$ cat src/rtl/hvtx_pkg.sv
// hvtx_pkg: shared TMDS symbol constants, preamble timing and types
package hvtx_pkg;
  typedef logic [9:0] sym_t;
  typedef enum logic [1:0] {ST_IDLE, ST_PRE, ST_GUARD} pre_st_e;
  localparam sym_t CTL00 = 10'b1101010100;
  localparam sym_t CTL01 = 10'b0010101011;
  localparam sym_t CTL10 = 10'b0101010100;
  localparam sym_t CTL11 = 10'b1010101011;
  localparam sym_t GB_C0C2 = 10'b1011001100;
  localparam sym_t GB_C1 = 10'b0100110011;
  localparam int PRE_LEN = 8;
  localparam int GB_LEN = 2;
  function automatic sym_t ctl_sym(input logic [1:0] c);
    return c == 2'b00 ? CTL00 : c == 2'b01 ? CTL01 : c == 2'b10 ? CTL10 : CTL11;
  endfunction
endpackage

$ cat src/rtl/hvtx_tmds_chan.sv
// hvtx_tmds_chan: one TMDS channel, 2-stage pipeline with running disparity
module hvtx_tmds_chan import hvtx_pkg::*; (
  input  logic       clk,
  input  logic       rst_n,
  input  logic [7:0] data,
  input  logic       de,
  input  logic [1:0] ctl,
  input  logic       ovr_vld,
  input  sym_t       ovr_sym,
  output sym_t       sym
);
  logic [3:0] n1d, n1q;
  logic xnr, par, de1, ov1;
  logic [8:0] qm_c, qm;
  logic [1:0] ctl1;
  sym_t ovs1, sym_n;
  logic signed [4:0] cnt, cnt_n, dif;
  always_comb begin
    n1d = '0;
    for (int i = 0; i < 8; i++) n1d += 4'(data[i]);
    xnr = n1d > 4'd4 || (n1d == 4'd4 && !data[0]);
    par = data[0];
    qm_c[0] = data[0];
    for (int i = 1; i < 8; i++) begin
      par ^= data[i];
      qm_c[i] = par ^ (xnr & i[0]);
    end
    qm_c[8] = ~xnr;
  end
  always_ff @(posedge clk or negedge rst_n)
    if (!rst_n) begin
      qm <= '0;
      de1 <= 1'b0;
      ctl1 <= 2'b00;
      ov1 <= 1'b0;
      ovs1 <= '0;
    end else begin
      qm <= qm_c;
      de1 <= de;
      ctl1 <= ctl;
      ov1 <= ovr_vld;
      ovs1 <= ovr_sym;
    end
  // dif = N1 - N0 of q_m[7:0]; non-video cycles clear the running disparity
  always_comb begin
    n1q = '0;
    for (int i = 0; i < 8; i++) n1q += 4'(qm[i]);
    dif = $signed({n1q, 1'b0} - 5'd8);
    sym_n = ov1 ? ovs1 : ctl_sym(ctl1);
    cnt_n = '0;
    if (de1) begin
      if (cnt == '0 || dif == '0) begin
        sym_n = {~qm[8], qm[8], qm[8] ? qm[7:0] : ~qm[7:0]};
        cnt_n = qm[8] ? cnt + dif : cnt - dif;
      end else if (cnt[4] == dif[4]) begin
        sym_n = {1'b1, qm[8], ~qm[7:0]};
        cnt_n = cnt + {3'b000, qm[8], 1'b0} - dif;
      end else begin
        sym_n = {1'b0, qm[8], qm[7:0]};
        cnt_n = cnt - {3'b000, ~qm[8], 1'b0} + dif;
      end
    end
  end
  always_ff @(posedge clk or negedge rst_n)
    if (!rst_n) begin
      sym <= CTL00;
      cnt <= '0;
    end else begin
      sym <= sym_n;
      cnt <= cnt_n;
    end
endmodule

$ cat src/rtl/hvtx_tmds_enc.sv
// hvtx_tmds_enc: multi-channel TMDS encoder with optional HDMI preamble/guard insertion
module hvtx_tmds_enc import hvtx_pkg::*; #(
  parameter int NCH = 3,
  parameter int HDMI_MODE = 0,
  parameter int LA = 10
) (
  input  logic                  i_pclk,
  input  logic                  i_rst_n,
  input  logic                  i_hs,
  input  logic                  i_vs,
  input  logic                  i_de,
  input  logic [NCH*8-1:0]      i_video,
  output logic [NCH-1:0][9:0]   o_chan_vec,
  output logic                  o_de
);
  logic hs_d, vs_d, de_d, pre, guard, de_s1;
  logic [NCH*8-1:0] video_d;
  if (NCH < 1 || (HDMI_MODE != 0 && (NCH != 3 || LA != PRE_LEN + GB_LEN))) begin : g_bad
    $error("hvtx_tmds_enc: invalid NCH/HDMI_MODE/LA combination");
  end
  if (HDMI_MODE != 0) begin : g_hdmi
    logic [LA-1:0][NCH*8+2:0] dl;
    pre_st_e st, st_n;
    logic [4:0] cnt, cnt_n;
    logic de_p, rise;
    assign rise = i_de & ~de_p;
    assign {hs_d, vs_d, de_d, video_d} = dl[LA-1];
    always_ff @(posedge i_pclk or negedge i_rst_n)
      if (!i_rst_n) begin
        dl <= '0;
        st <= ST_IDLE;
        cnt <= '0;
        de_p <= 1'b0;
      end else begin
        dl <= {dl[LA-2:0], i_hs, i_vs, i_de, i_video};
        st <= st_n;
        cnt <= cnt_n;
        de_p <= i_de;
      end
    // the trigger cycle itself is preamble slot 0, so insertion lands in the 10 delayed cycles before the pixel
    always_comb begin
      st_n = st;
      cnt_n = cnt + 5'd1;
      pre = st == ST_PRE || (st == ST_IDLE && rise);
      guard = st == ST_GUARD;
      if (st == ST_IDLE) begin
        st_n = rise ? ST_PRE : ST_IDLE;
        cnt_n = rise ? 5'd1 : 5'd0;
      end else if (st == ST_PRE) begin
        st_n = cnt == 5'(PRE_LEN - 1) ? ST_GUARD : ST_PRE;
      end else begin
        st_n = cnt == 5'(PRE_LEN + GB_LEN - 1) ? ST_IDLE : ST_GUARD;
        cnt_n = cnt == 5'(PRE_LEN + GB_LEN - 1) ? 5'd0 : cnt + 5'd1;
      end
    end
  end else begin : g_dvi
    assign {hs_d, vs_d, de_d, video_d} = {i_hs, i_vs, i_de, i_video};
    assign pre = 1'b0;
    assign guard = 1'b0;
  end
  for (genvar k = 0; k < NCH; k++) begin : g_ch
    hvtx_tmds_chan u_ch (
      .clk     (i_pclk),
      .rst_n   (i_rst_n),
      .data    (video_d[8*k +: 8]),
      .de      (de_d),
      .ctl     (k == 0 ? {vs_d, hs_d} : (k == 1 && pre) ? 2'b01 : 2'b00),
      .ovr_vld (guard),
      .ovr_sym (k == 1 ? GB_C1 : GB_C0C2),
      .sym     (o_chan_vec[k])
    );
  end
  always_ff @(posedge i_pclk or negedge i_rst_n)
    if (!i_rst_n) begin
      de_s1 <= 1'b0;
      o_de <= 1'b0;
    end else begin
      de_s1 <= de_d;
      o_de <= de_s1;
    end
endmodule

$ cat config.mk
export PLATFORM = sky130hd
export DESIGN_NAME = hvtx_tmds_enc
export DESIGN_NICKNAME = d
export VERILOG_FILES = /design/src/rtl/hvtx_pkg.sv /design/src/rtl/hvtx_tmds_chan.sv /design/src/rtl/hvtx_tmds_enc.sv
export SDC_FILE = /design/constraint.sdc
export NUM_CORES = 1
export LEC_CHECK = 0
export CORE_MARGIN = 1
export CORE_UTILIZATION = 63
export DETAILED_ROUTE_END_ITERATION = 8
export PLACE_DENSITY = 0.87
export SLEW_MARGIN = 20
export SYNTH_ARGS = -nofsm -noshare
export SYNTH_HDL_FRONTEND = slang
export SYNTH_SLANG_ARGS = --single-unit
export TNS_END_PERCENT = 50
$ cat constraint.sdc
create_clock -name i_pclk -period 9.74 [get_ports i_pclk]
set_input_delay 1.948 -clock i_pclk [delete_from_list [all_inputs] [get_ports i_pclk]]
set_output_delay 1.948 -clock i_pclk [all_outputs]
set_load 0.1 [all_outputs]
Yosys cells after proc, flatten, opt, wreduce, memory -nomap -nowiden
Index checks and enable logic that the tools add are counted.

storage, ports and cells
  register bits = 76
  memory bits (writable) = 0
  ROM bits = 0
  bits of input ports = 29
  memories kept = 0
  word-level logic and storage cells = 174
  latch bits = 0
  output and inout bits = 31

operators by class
  reductions and logical operators = 19
  div/mod/pow operators = 0
  add/sub/neg operators = 63
  shift-type cells = 0
  mux-type cells = 27
  order comparisons = 3
  bitwise logic cells = 42
  eq/ne operators = 8
  multipliers = 0

operators with widths
  cell                                                                              number
  4-bit by 1-bit adder with 4-bit output                                            36
  10-bit two-way mux                                                                12
  5-bit two-way mux                                                                 12
  1-bit bitwise XOR                                                                 33
  5-bit adder                                                                       6
  5-bit logical NOT                                                                 6
  5-bit subtractor                                                                  6
  8-bit two-way mux                                                                 3
  8-bit inverter                                                                    3
  5-bit by 2-bit adder with 5-bit output                                            3
  5-bit by 2-bit subtractor with 5-bit output                                       3
  5-bit by 4-bit subtractor with 5-bit output (second input constant)               3
  1-bit by 1-bit adder with 2-bit output                                            6
  4-bit by 3-bit == test with 1-bit output (second input constant)                  3
  4-bit by 3-bit greater-than comparator with 1-bit output (second input constant)  3
  1-bit logical OR                                                                  6
  1-bit inverter                                                                    6
  1-bit == test                                                                     3
  1-bit logical AND                                                                 3
  1-bit logical NOT                                                                 3
  2-bit by 1-bit == test with 1-bit output (second input constant)                  1
  2-bit == test (second input constant)                                             1
  2-bit logical NOT                                                                 1

Depth between registers and ports, before layout
Gate-level depths: netlist (run 1).

  depth after elaboration = 12
  mapped depth = 16
  depth with buffers taken out = 16

Hierarchy
A second synthesis (run 1) with hierarchy kept.

unflattened totals
  cell total of the unflattened synthesis = 664
  area, all modules = 7,189.4 µm²

by module, submodules not included
  module                         instances  cells each  seq. area each (µm²)  area an instance (µm²)
  hvtx_tmds_chan (g_ch[0].u_ch)  1          220         932.1                 2,384.8
  hvtx_tmds_chan (g_ch[2].u_ch)  1          219         932.1                 2,382.3
  hvtx_tmds_chan (g_ch[1].u_ch)  1          221         932.1                 2,364.8
  hvtx_tmds_enc                  1          4           50.0                  57.6

Worst setup path before layout (run 1)
Ideal clock, no wire load.

  path kind = in2reg
  start = in i_video[0]
  end = reg g_ch[0].u_ch.qm[7]
  stages on the path = 12
  library setup time = 0.127 ns
  slack = 4.546 ns
  buffers on the path = 0
  required time = 9.613 ns
  data arrival time = 5.067 ns
  cell sequence = ha_1 > inv_1 > fa_1 > fa_1 > inv_1 > fa_1 > fa_1 > nor3b_1 > o21ai_0 > a21oi_1 > xnor2_1 > xnor2_1

on the way
  word-level cells in the longest chain between the ends = 11
  elaborated cells on any way between the ends = 20
  classes of those cells = 7 x add/sub; 1 x order compare; 1 x eq/ne; 8 x bitwise; 3 x reduce/logical

ends and longest elaborated chain
  element                                                                                          line                  text
  start, declared                                                                                  hvtx_tmds_enc.sv:12   input logic [NCH*8-1:0] i_video,
  parallel branches: the longest is 10 deep, another holds 4-bit by 1-bit adder with 4-bit output  --
  1-bit bitwise XOR (*)                                                                            hvtx_tmds_chan.sv:26  qm_c[i] = par ^ (xnr & i[0]);
  net g_ch[0].u_ch.qm_c[7]                                                                         hvtx_tmds_chan.sv:14  logic [8:0] qm_c, qm;
  end signal, assigned                                                                             hvtx_tmds_chan.sv:38  qm <= qm_c;
  end, declared                                                                                    hvtx_tmds_chan.sv:14

Mark *: on every way through the listed nets, which the timed path passes.

Worst setup path after layout (run 1)
  start = in i_video[16]
  end = reg g_ch[2].u_ch.qm[7]

on the way
  word-level cells in the longest chain between the ends = 11
  elaborated cells on any way between the ends = 20
  classes of those cells = 7 x add/sub; 1 x order compare; 1 x eq/ne; 8 x bitwise; 3 x reduce/logical

ends and longest elaborated chain
  element                                                                                          line
  parallel branches: the longest is 10 deep, another holds 4-bit by 1-bit adder with 4-bit output  --
  1-bit bitwise XOR (*)                                                                            hvtx_tmds_chan.sv:26
  net g_ch[2].u_ch.qm_c[7]                                                                         hvtx_tmds_chan.sv:14
  end signal, assigned                                                                             hvtx_tmds_chan.sv:38
  end, declared                                                                                    hvtx_tmds_chan.sv:14

Marked as above.

==> results.cfg, run 1 <==
[timing]
tns_ns = 0
fmax_mhz = 175
maxSlewViolCount = 0
hold_viol_final = 0
setup_viol = 0
slew_headroom_pct = 33.6
finClkSkew_ns = 0.00619
post-route-period-util_pct = 58.8
fin_crit_ns = 5.73
tightest_slew_ns = 0.993
grt_setup_unrepaired = no

[synth]
ys_warn_count = 0
syn_area_um2 = 5800
synthTopCellsByCount = inv_1 (98), ha_1 (63), dfrtp_1 (58)
yosysMostFrequentCell = inv_1
synthArstFlopShare_pct = 100
synth_top_family_by_area = adder cells
synth-edff-count = 0
netlist_instances = 562
synth_xor_area_share_pct = 8.16
ys_seq_area_share_pct = 31.8
ys.flop_type = dfrtp_1
syn_avg_cell_area_um2 = 10.3
synth.top_cell.area_share_pct = 25.0
synth.largest_area_cell = dfrtp_1
synth_compound_area_share_pct = 11.8
syn_nets = 693
muxShareOfSynthArea_pct = 1.10
synth.distinct_cells = 50
synth_area_leaders = dfrtp_1 (25%), ha_1 (14%), fa_1 (13%)
synthSimpleGateAreaFrac_pct = 12.6
synthAdderAreaFrac_pct = 27.1
ys_ff_latch = 73

[global_route]
grt_max_degree = 74
grt_pass1_wl_mm = 20.6
grt_pass1_vias = 4407
gr-total-overflow = 0
grt_antenna_before_repair = 0
grt_usage_pct = 27.2

[place]
dp_cells = 720
port-buffer-count = 59
gp_congestion = 0.870
dp_hpwl_mm = 9.21
dpl-instance-area_um2 = 6470

[cts]
insertion_delay_ns = 0.36
cts_setup_buffers = 0
cts.path.max_buffers = 2
cts_tree = built
clk_pin_slew_ns = 0.08
clkSinkCount = 73
cts_hold_buf = 0
clock-root-buffer = clkbuf_8
cts_resized = 0
cts_buffers = 9
htreeDepth = 3

[routing]
routed_via_density = 5.73
drc = 0
first_iter_violations = 177
drtAntennaViolNets = 0
wirelength_mm = 12.2
first_pass_iters = 6
num_vias = 4214
wire_per_inst_um = 16.6

[finish]
seq_area_um2 = 1850
multiInputGateArea_um2 = 3520
area_growth_pct = 15.3
final_cells = 736
nets = 754
design_area_um2 = 6680
fill_cells = 553
drive_gt1_share_pct = 8.60
antenna_cells = 0

[critical_path]
cp_slowest_cell = a21oi_1
worst-path-buf-inv = 3
critPathMostFrequentCell = fa_1
cp_max_fo = 5
crit_family = adder cells
worstPathArrival_ns = 5.97
start_kind = input port
critPathMaxStageDelay_ns = 0.53
endpoint_kind = flip-flop
criticalPathCategory = input port to flip-flop
required_ns = 9.98
crit_chain = clkdlybuf4s50_1 > ha_1 > inv_1 > fa_1 > fa_1 > inv_1 > fa_1 > fa_1 > nor3b_1 > o21ai_0 > a21oi_1 > xnor2_1 > xnor2_1

[die]
io-pin-count = 60
die_y_um = 97.9
die_width_um = 97.9
initial_core_util_pct = 65.8
row_count = 34
dieArea_um2 = 9590
coreArea_um2 = 8810

[job]
drv_cap = 0

[min_path]
hp-class = flip-flop to flip-flop

[status]
status = finished clean
[cell families (layout without fill, tap and decap cells)]
kind of cell,count (synthesis),after routing
muxes,6,6
xor gates and xnor gates,54,54
AOI/OAI and AO/OA,99,99
DFF,73,73
adders and majority gates,102,102
and+or+nand+nor,119,119
buffers and inverters,109,175
[worst reg2reg max path, cell delays in order (launching register included)]
cell	delay, ns
dfrtp_1	0.42
ha_1	0.28
inv_1	0.05
fa_1	0.50
fa_1	0.52
fa_1	0.46
inv_1	0.09
fa_1	0.32
xor2_1	0.46
ha_1	0.33
ha_1	0.34
a21o_1	0.18
a31oi_1	0.16
xor2_1	0.11
and2_1	0.18
o31a_1	0.29
[state kept, by name, summed over array words and instances (netlist names)]
register and cells:
g_ch.u_ch.sym 30, g_ch.u_ch.qm 27, g_ch.u_ch.cnt 12, g_ch.u_ch.ctl1 2, g_ch.u_ch.de1 1, o_de 1
[per-stage QoR]
step	utilization [%]	setup WS, ns	hold WS (ns)
floorplan	-	4.55	0.352
global placement	73.5	3.96	0.539
detailed placement	73.5	3.69	0.555
CTS	75.9	4.03	0.553
global route	75.9	3.79	0.585
finish	75.9	4.01	0.564
[final timing paths]
path / cells after the start / slack [ns] / from / to
max in group asynchronous: 2 / 7.36 / i_rst_n / g_ch[1].u_ch.qm[1]
min: 2 / 0.56 / g_ch[2].u_ch.qm[6] / g_ch[2].u_ch.sym[6]
max reg2reg: 15 / 4.94 / g_ch[2].u_ch.qm[1] / g_ch[2].u_ch.cnt[4]
max: 13 / 4.01 / i_video[16] / g_ch[2].u_ch.qm[7]
min in group asynchronous: 2 / 1.80 / i_rst_n / g_ch[0].u_ch.sym[7]
min reg2reg: 2 / 0.56 / g_ch[2].u_ch.qm[6] / g_ch[2].u_ch.sym[6]
[cells in the final DEF, fill, tap and decap left out, drive strengths merged, types with 6 or more instances in the layout]
cell type	instances
fa	39
xor2	14
and3	11
o21a	11
a31oi	6
nand2	19
ha	63
xnor2	40
a21o	9
nor2	14
inv	99
nor3	16
nor3b	6
nand3	9
o21ai	27
a21oi	13
dfrtp	58
a21boi	6
nand4	8
clkbuf	11
o211ai	13
clkdlybuf4s50	58
dfstp	15
or3	14
[area by class of cell]
class,count,share of cell area (%)
tap,108,2.02
inverter,98,5.50
clock buffer,11,2.27
multi-input combinational,380,52.7
timing repair buffer,61,8.99
clock inverter,5,0.936
sequential,73,27.6
[routing by layer]
metal	vias up	wire length, µm	share of wire (%)	track usage, %
met1	2094	5320	44	35.4
met4	0	246	2.0	9.44
met3	25	377	3.1	3.87
li1	1998	-	-	-
met5	-	0	0	0
met2	97	6260	51	46.8
Power of run 1 is not shown: default switching activity piles up to over one toggle a cycle in this logic, so the estimate is an artifact.
==> run 2, diff against run 1 <==
--- a/config.mk
+++ b/config.mk
@@ -6,9 +6,9 @@
 export NUM_CORES = 1
 export LEC_CHECK = 0
 export CORE_MARGIN = 1
-export CORE_UTILIZATION = 63
+export CORE_UTILIZATION = 58
 export DETAILED_ROUTE_END_ITERATION = 8
-export PLACE_DENSITY = 0.87
+export PLACE_DENSITY = 0.81
 export SLEW_MARGIN = 20
 export SYNTH_ARGS = -nofsm -noshare
 export SYNTH_HDL_FRONTEND = slang
==> constraint.sdc (replaced) <==
create_clock -name i_pclk -period 5.5 [get_ports i_pclk]
set_input_delay 1.1 -clock i_pclk [delete_from_list [all_inputs] [get_ports i_pclk]]
set_output_delay 1.1 -clock i_pclk [all_outputs]
set_load 0.1 [all_outputs]
==> results.cfg, run 2 (synthesis results as in run 1) <==
[status]
status = finished clean

[global_route]
grt_antenna_before_repair = 0
grt_pass1_wl_mm = 19.7
grt_max_degree = 74
grt_usage_pct = 24.7
grt_pass1_vias = 4375
gr-total-overflow = 0

[cts]
cts.path.max_buffers = 2
cts_hold_buf = 0
cts_setup_buffers = 0
insertion_delay_ns = 0.36
clock-root-buffer = clkbuf_8
cts_tree = built
cts_buffers = 9
cts_resized = 0
clkSinkCount = 73
clk_pin_slew_ns = 0.07
htreeDepth = 3

[critical_path]
required_ns = 5.73
critPathMaxStageDelay_ns = 0.50
critPathMostFrequentCell = fa_1
start_kind = input port
crit_chain = clkdlybuf4s50_1 > ha_1 > inv_1 > fa_1 > fa_1 > inv_1 > fa_1 > fa_1 > nor3b_1 > o21ai_0 > a21oi_1 > xnor2_1 > xnor2_1
worst-path-buf-inv = 3
crit_family = adder cells
endpoint_kind = flip-flop
criticalPathCategory = input port to flip-flop
worstPathArrival_ns = 5.02
cp_max_fo = 5
cp_slowest_cell = fa_1

[routing]
routed_via_density = 5.51
drtAntennaViolNets = 0
first_pass_iters = 5
num_vias = 4206
first_iter_violations = 164
wirelength_mm = 11.6
wire_per_inst_um = 15.2
drc = 0

[die]
dieArea_um2 = 10400
row_count = 36
die_width_um = 102
initial_core_util_pct = 59.6
io-pin-count = 60
coreArea_um2 = 9730
die_y_um = 102

[timing]
slew_headroom_pct = 31.8
tns_ns = 0
setup_viol = 0
tightest_slew_ns = 1.02
maxSlewViolCount = 0
grt_setup_unrepaired = no
finClkSkew_ns = 0.0104
fin_crit_ns = 4.79
fmax_mhz = 209
post-route-period-util_pct = 87.1
hold_viol_final = 0

[job]
drv_cap = 0

[finish]
drive_gt1_share_pct = 8.72
mostFrequentLayoutCells = inv_1 (98), ha_1 (63), dfrtp_1 (58), clkdlybuf4s50_1 (58), xnor2_1 (40)
regMostFlops = g_ch.u_ch.sym
largest_reg_flops = 30
area_growth_pct = 15.8
antenna_cells = 0
top_regs = g_ch.u_ch.sym x30, g_ch.u_ch.qm x27, g_ch.u_ch.cnt x12
nets = 757
mostFrequentLayoutCell = inv_1

[min_path]
hp-class = flip-flop to flip-flop

[place]
gp_congestion = 0.917
dp_hpwl_mm = 9.20
port-buffer-count = 59
run 2: cell types whose count changed in the layout (fill, tap and decap cells not counted), sizes merged:
cell,delta
clkbuf,+1
clkinvlp,-2
inv,-1
clkinv,+2
buf,+3
run 2: layout make-up:
class                           instances  area (µm²)
Multi-Input combinational cell        380        3520
Sequential cell                        73        1850
Tap cell                              133         166
Fill cell                             764        3010
Inverter                               98         368
Timing Repair Buffer                   64         626
Clock inverter                          4        45.0
Clock buffer                           12         145
run 2: worst min-delay path: stages (launching register included):
cell and delay, ns:
dfrtp_1 0.37, o21a_1 0.13, o21ai_1 0.06
run 2: worst paths after layout:
kind / to / slack (ns) / cells after the start / from
setup / recovery: g_ch[0].u_ch.qm[7] / 0.71 / 13 / i_video[0]
hold / removal: g_ch[1].u_ch.sym[4] / 0.56 / 2 / g_ch[1].u_ch.qm[4]
setup reg to reg: g_ch[0].u_ch.cnt[4] / 0.86 / 16 / g_ch[0].u_ch.qm[0]
hold reg to reg: g_ch[1].u_ch.sym[4] / 0.56 / 2 / g_ch[1].u_ch.qm[4]
max in group asynchronous: g_ch[1].u_ch.sym[5] / 4.04 / 1 / i_rst_n
min in group asynchronous: g_ch[2].u_ch.sym[7] / 0.85 / 1 / i_rst_n
run 2: through the flow:
step                area, µm²  setup WS [ns]  cells  hold WS (ns)  utilization (%)
CTS                      6720          0.715    764         0.556             69.0
global placement         6530          0.583    748         0.548             67.1
finish                   6720          0.712    764         0.556             69.0
detailed placement       6530          0.343    748         0.543             67.1
global route             6720          0.543    764         0.589             69.0
floorplan                5800           1.10    562         0.352                -
run 2: per-layer routing:
layer	global-route usage [%]	part of all wire, %	vias up	wire length (µm)
li1	-	-	2008	-
met1	28.9	40	2073	4690
met4	8.90	1.5	0	171
met5	0	0	-	0
met2	44.9	53	106	6210
met3	4.79	4.9	19	569
Power of run 2 is left out for the same reason.
==> run 3, diff against run 2 <==
--- a/config.mk
+++ b/config.mk
@@ -6,11 +6,13 @@
 export NUM_CORES = 1
 export LEC_CHECK = 0
 export CORE_MARGIN = 1
-export CORE_UTILIZATION = 58
+export CORE_UTILIZATION = 60
 export DETAILED_ROUTE_END_ITERATION = 8
-export PLACE_DENSITY = 0.81
+export PLACE_DENSITY = 0.82
+export SETUP_SLACK_MARGIN = 0.2
 export SLEW_MARGIN = 20
 export SYNTH_ARGS = -nofsm -noshare
 export SYNTH_HDL_FRONTEND = slang
+export SYNTH_HIERARCHICAL = 1
 export SYNTH_SLANG_ARGS = --single-unit
 export TNS_END_PERCENT = 50
==> results.cfg, run 3 <==
[status]
status = finished, violations left
violations = DRC

[routing]
num_vias = 5202
first_pass_iters = 9
drc = 3
first_iter_violations = 271
wirelength_mm = 14.9
routed_via_density = 5.66
wire_per_inst_um = 16.2
drtAntennaViolNets = 0

[finish]
antenna_cells = 0
mostFrequentLayoutCell = inv_1
nets = 891
top_regs = g_ch.u_ch/ovs1 x30, g_ch.u_ch/sym x30, g_ch.u_ch/qm x27
fin_util_pct = 74.8
area_growth_pct = 20.4
mostFrequentLayoutCells = inv_1 (101), dfrtp_1 (98), ha_1 (60)
drive_gt1_share_pct = 8.51

[place]
port-buffer-count = 59
gp_congestion = 0.862
place_ws_ns = 0.305
dp_hpwl_mm = 10.9

[critical_path]
startpoint = g_ch[1].u_ch/qm[0]
rrSetupSlack_ns = 0.68
worstPathArrival_ns = 5.11
criticalPathCategory = flip-flop to flip-flop
cp_max_fo = 5
endpoint_kind = flip-flop
required_ns = 5.79
rr_endpoint = g_ch[1].u_ch/cnt[4]
start_kind = flip-flop
cp-endpoint = g_ch[1].u_ch/cnt[4]
reg2reg_from = g_ch[1].u_ch/qm[0]
reg2regPathDepth = 16

[cts]
cts_hold_buf = 0
cts_buffers = 17
clock-root-buffer = clkbuf_16
insertion_delay_ns = 0.42
clkSinkCount = 113
htreeDepth = 4
clk_pin_slew_ns = 0.06
cts_setup_buffers = 0
cts.path.max_buffers = 2
cts_tree = built
cts_resized = 0

[synth]
ys.flop_type = dfrtp_1
synthTopCellsByCount = inv_1 (101), dfrtp_1 (98), ha_1 (60)
yosysMostFrequentCell = inv_1
syn_area_um2 = 7190
ys_warn_count = 6
synthArstFlopShare_pct = 100
netlist_instances = 664
synth.largest_area_cell = dfrtp_1
ys_ff_latch = 113
synth_area_leaders = dfrtp_1 (34%), fa_1 (11%), ha_1 (10%)
ys_seq_area_share_pct = 39.6
syn_avg_cell_area_um2 = 10.8
synth.top_cell.area_share_pct = 34.1
synth.distinct_cells = 44
synth-edff-count = 0

[timing]
setup_viol = 0
slew_headroom_pct = 32.5
maxSlewViolCount = 0
post-route-period-util_pct = 87.7
finClkSkew_ns = 0.00890
fin_crit_ns = 4.82
hold_viol_final = 0
tightest_slew_ns = 1.01
worst_hold_slack_ns = 0.420
tns_ns = 0
grt_setup_unrepaired = no
layout_setup_ws_ns = 0.678
fmax_mhz = 207

[global_route]
grt_pass1_wl_mm = 25.8
grt_max_degree = 72
grt_antenna_before_repair = 0
gr-total-overflow = 0
grt_pass1_vias = 5468
grt_usage_pct = 26.9

[die]
io-pin-count = 60
row_count = 39
initial_core_util_pct = 62.2
coreArea_um2 = 11600
die_y_um = 111
die_width_um = 111
dieArea_um2 = 12400

[min_path]
hp-class = flip-flop to flip-flop

[job]
drv_cap = 0
==> run 3: cell count changes in the layout (fill, tap and decap cells not counted), moves of 12 or more <==
cell / previous run / this run
dfrtp_1: 58 / 98
conb_1: 0 / 37
a211oi_1: 0 / 30
a21oi_1: 13 / 43
clkbuf_16: 0 / 17
nand2_1: 19 / 36
and4_1: 0 / 15
nor3_1: 14 / 27
o211ai_1: 13 / 0
o21ai_0: 13 / 0
o21ai_1: 13 / 0
or3_1: 13 / 0
nor4b_1: 0 / 12
==> run 3: stage by stage <==
stage	area, µm²	cells
after global routing	8650	919
after floorplan	7320	699
final	8650	919
after detailed placement	8050	887
after global placement	8050	887
after CTS	8650	919
==> run 3: layout make-up <==
class,instances,area (µm²)
clock inverters,12,160
fillers,758,2910
well taps,143,179
multi-input cells,467,4030
inverters,101,379
repair buffers,63,618
clock buffers,20,447
flip-flops and latches,113,2850
==> run 3: per-layer routing <==
layer | wire [µm] | GRT usage (%) | share of wire [%]
met5 | 0 | 0 | 0
met4 | 353 | 10.6 | 2.4
met3 | 760 | 8.11 | 5.1
met2 | 7970 | 47.3 | 54
met1 | 5780 | 30.7 | 39
==> run 3: cells by family after synthesis <==
| family | after synthesis | share of synthesized area [%] |
|---|---|---|
| DFF | 113 | 39.6 |
| buffers and inverters | 119 | 6.25 |
| xor gates and xnor gates | 63 | 9.35 |
| other | 2 | 0.104 |
| AOI/OAI and AO/OA | 122 | 11.4 |
| adders and majority gates | 99 | 21.3 |
| muxes | 6 | 0.888 |
| and+or+nand+nor | 140 | 11.1 |
==> run 3: critical path, stage by stage (launching register included) <==
cell and delay (ns):
dfrtp_1 0.41, fa_1 0.55, inv_1 0.05, fa_1 0.45, fa_1 0.49, inv_1 0.04
ha_1 0.21, fa_1 0.47, xor2_1 0.17, buf_4 0.16, ha_1 0.27, ha_1 0.35
a21o_1 0.18, a31oi_1 0.21, xnor2_1 0.16, nor2_1 0.06, o41a_1 0.45
==> run 3: worst min-delay path by stage <==
stage	start	end	slack, ns	cells past startpoint
final	de_s1	o_de	0.42	0
after detailed placement	de_s1	o_de	0.40	0
after global placement	de_s1	o_de	0.39	0
after floorplan	de_s1	o_de	0.33	0
after global routing	de_s1	o_de	0.43	0
after CTS	de_s1	o_de	0.41	0
Power of run 3 is left out for the same reason.
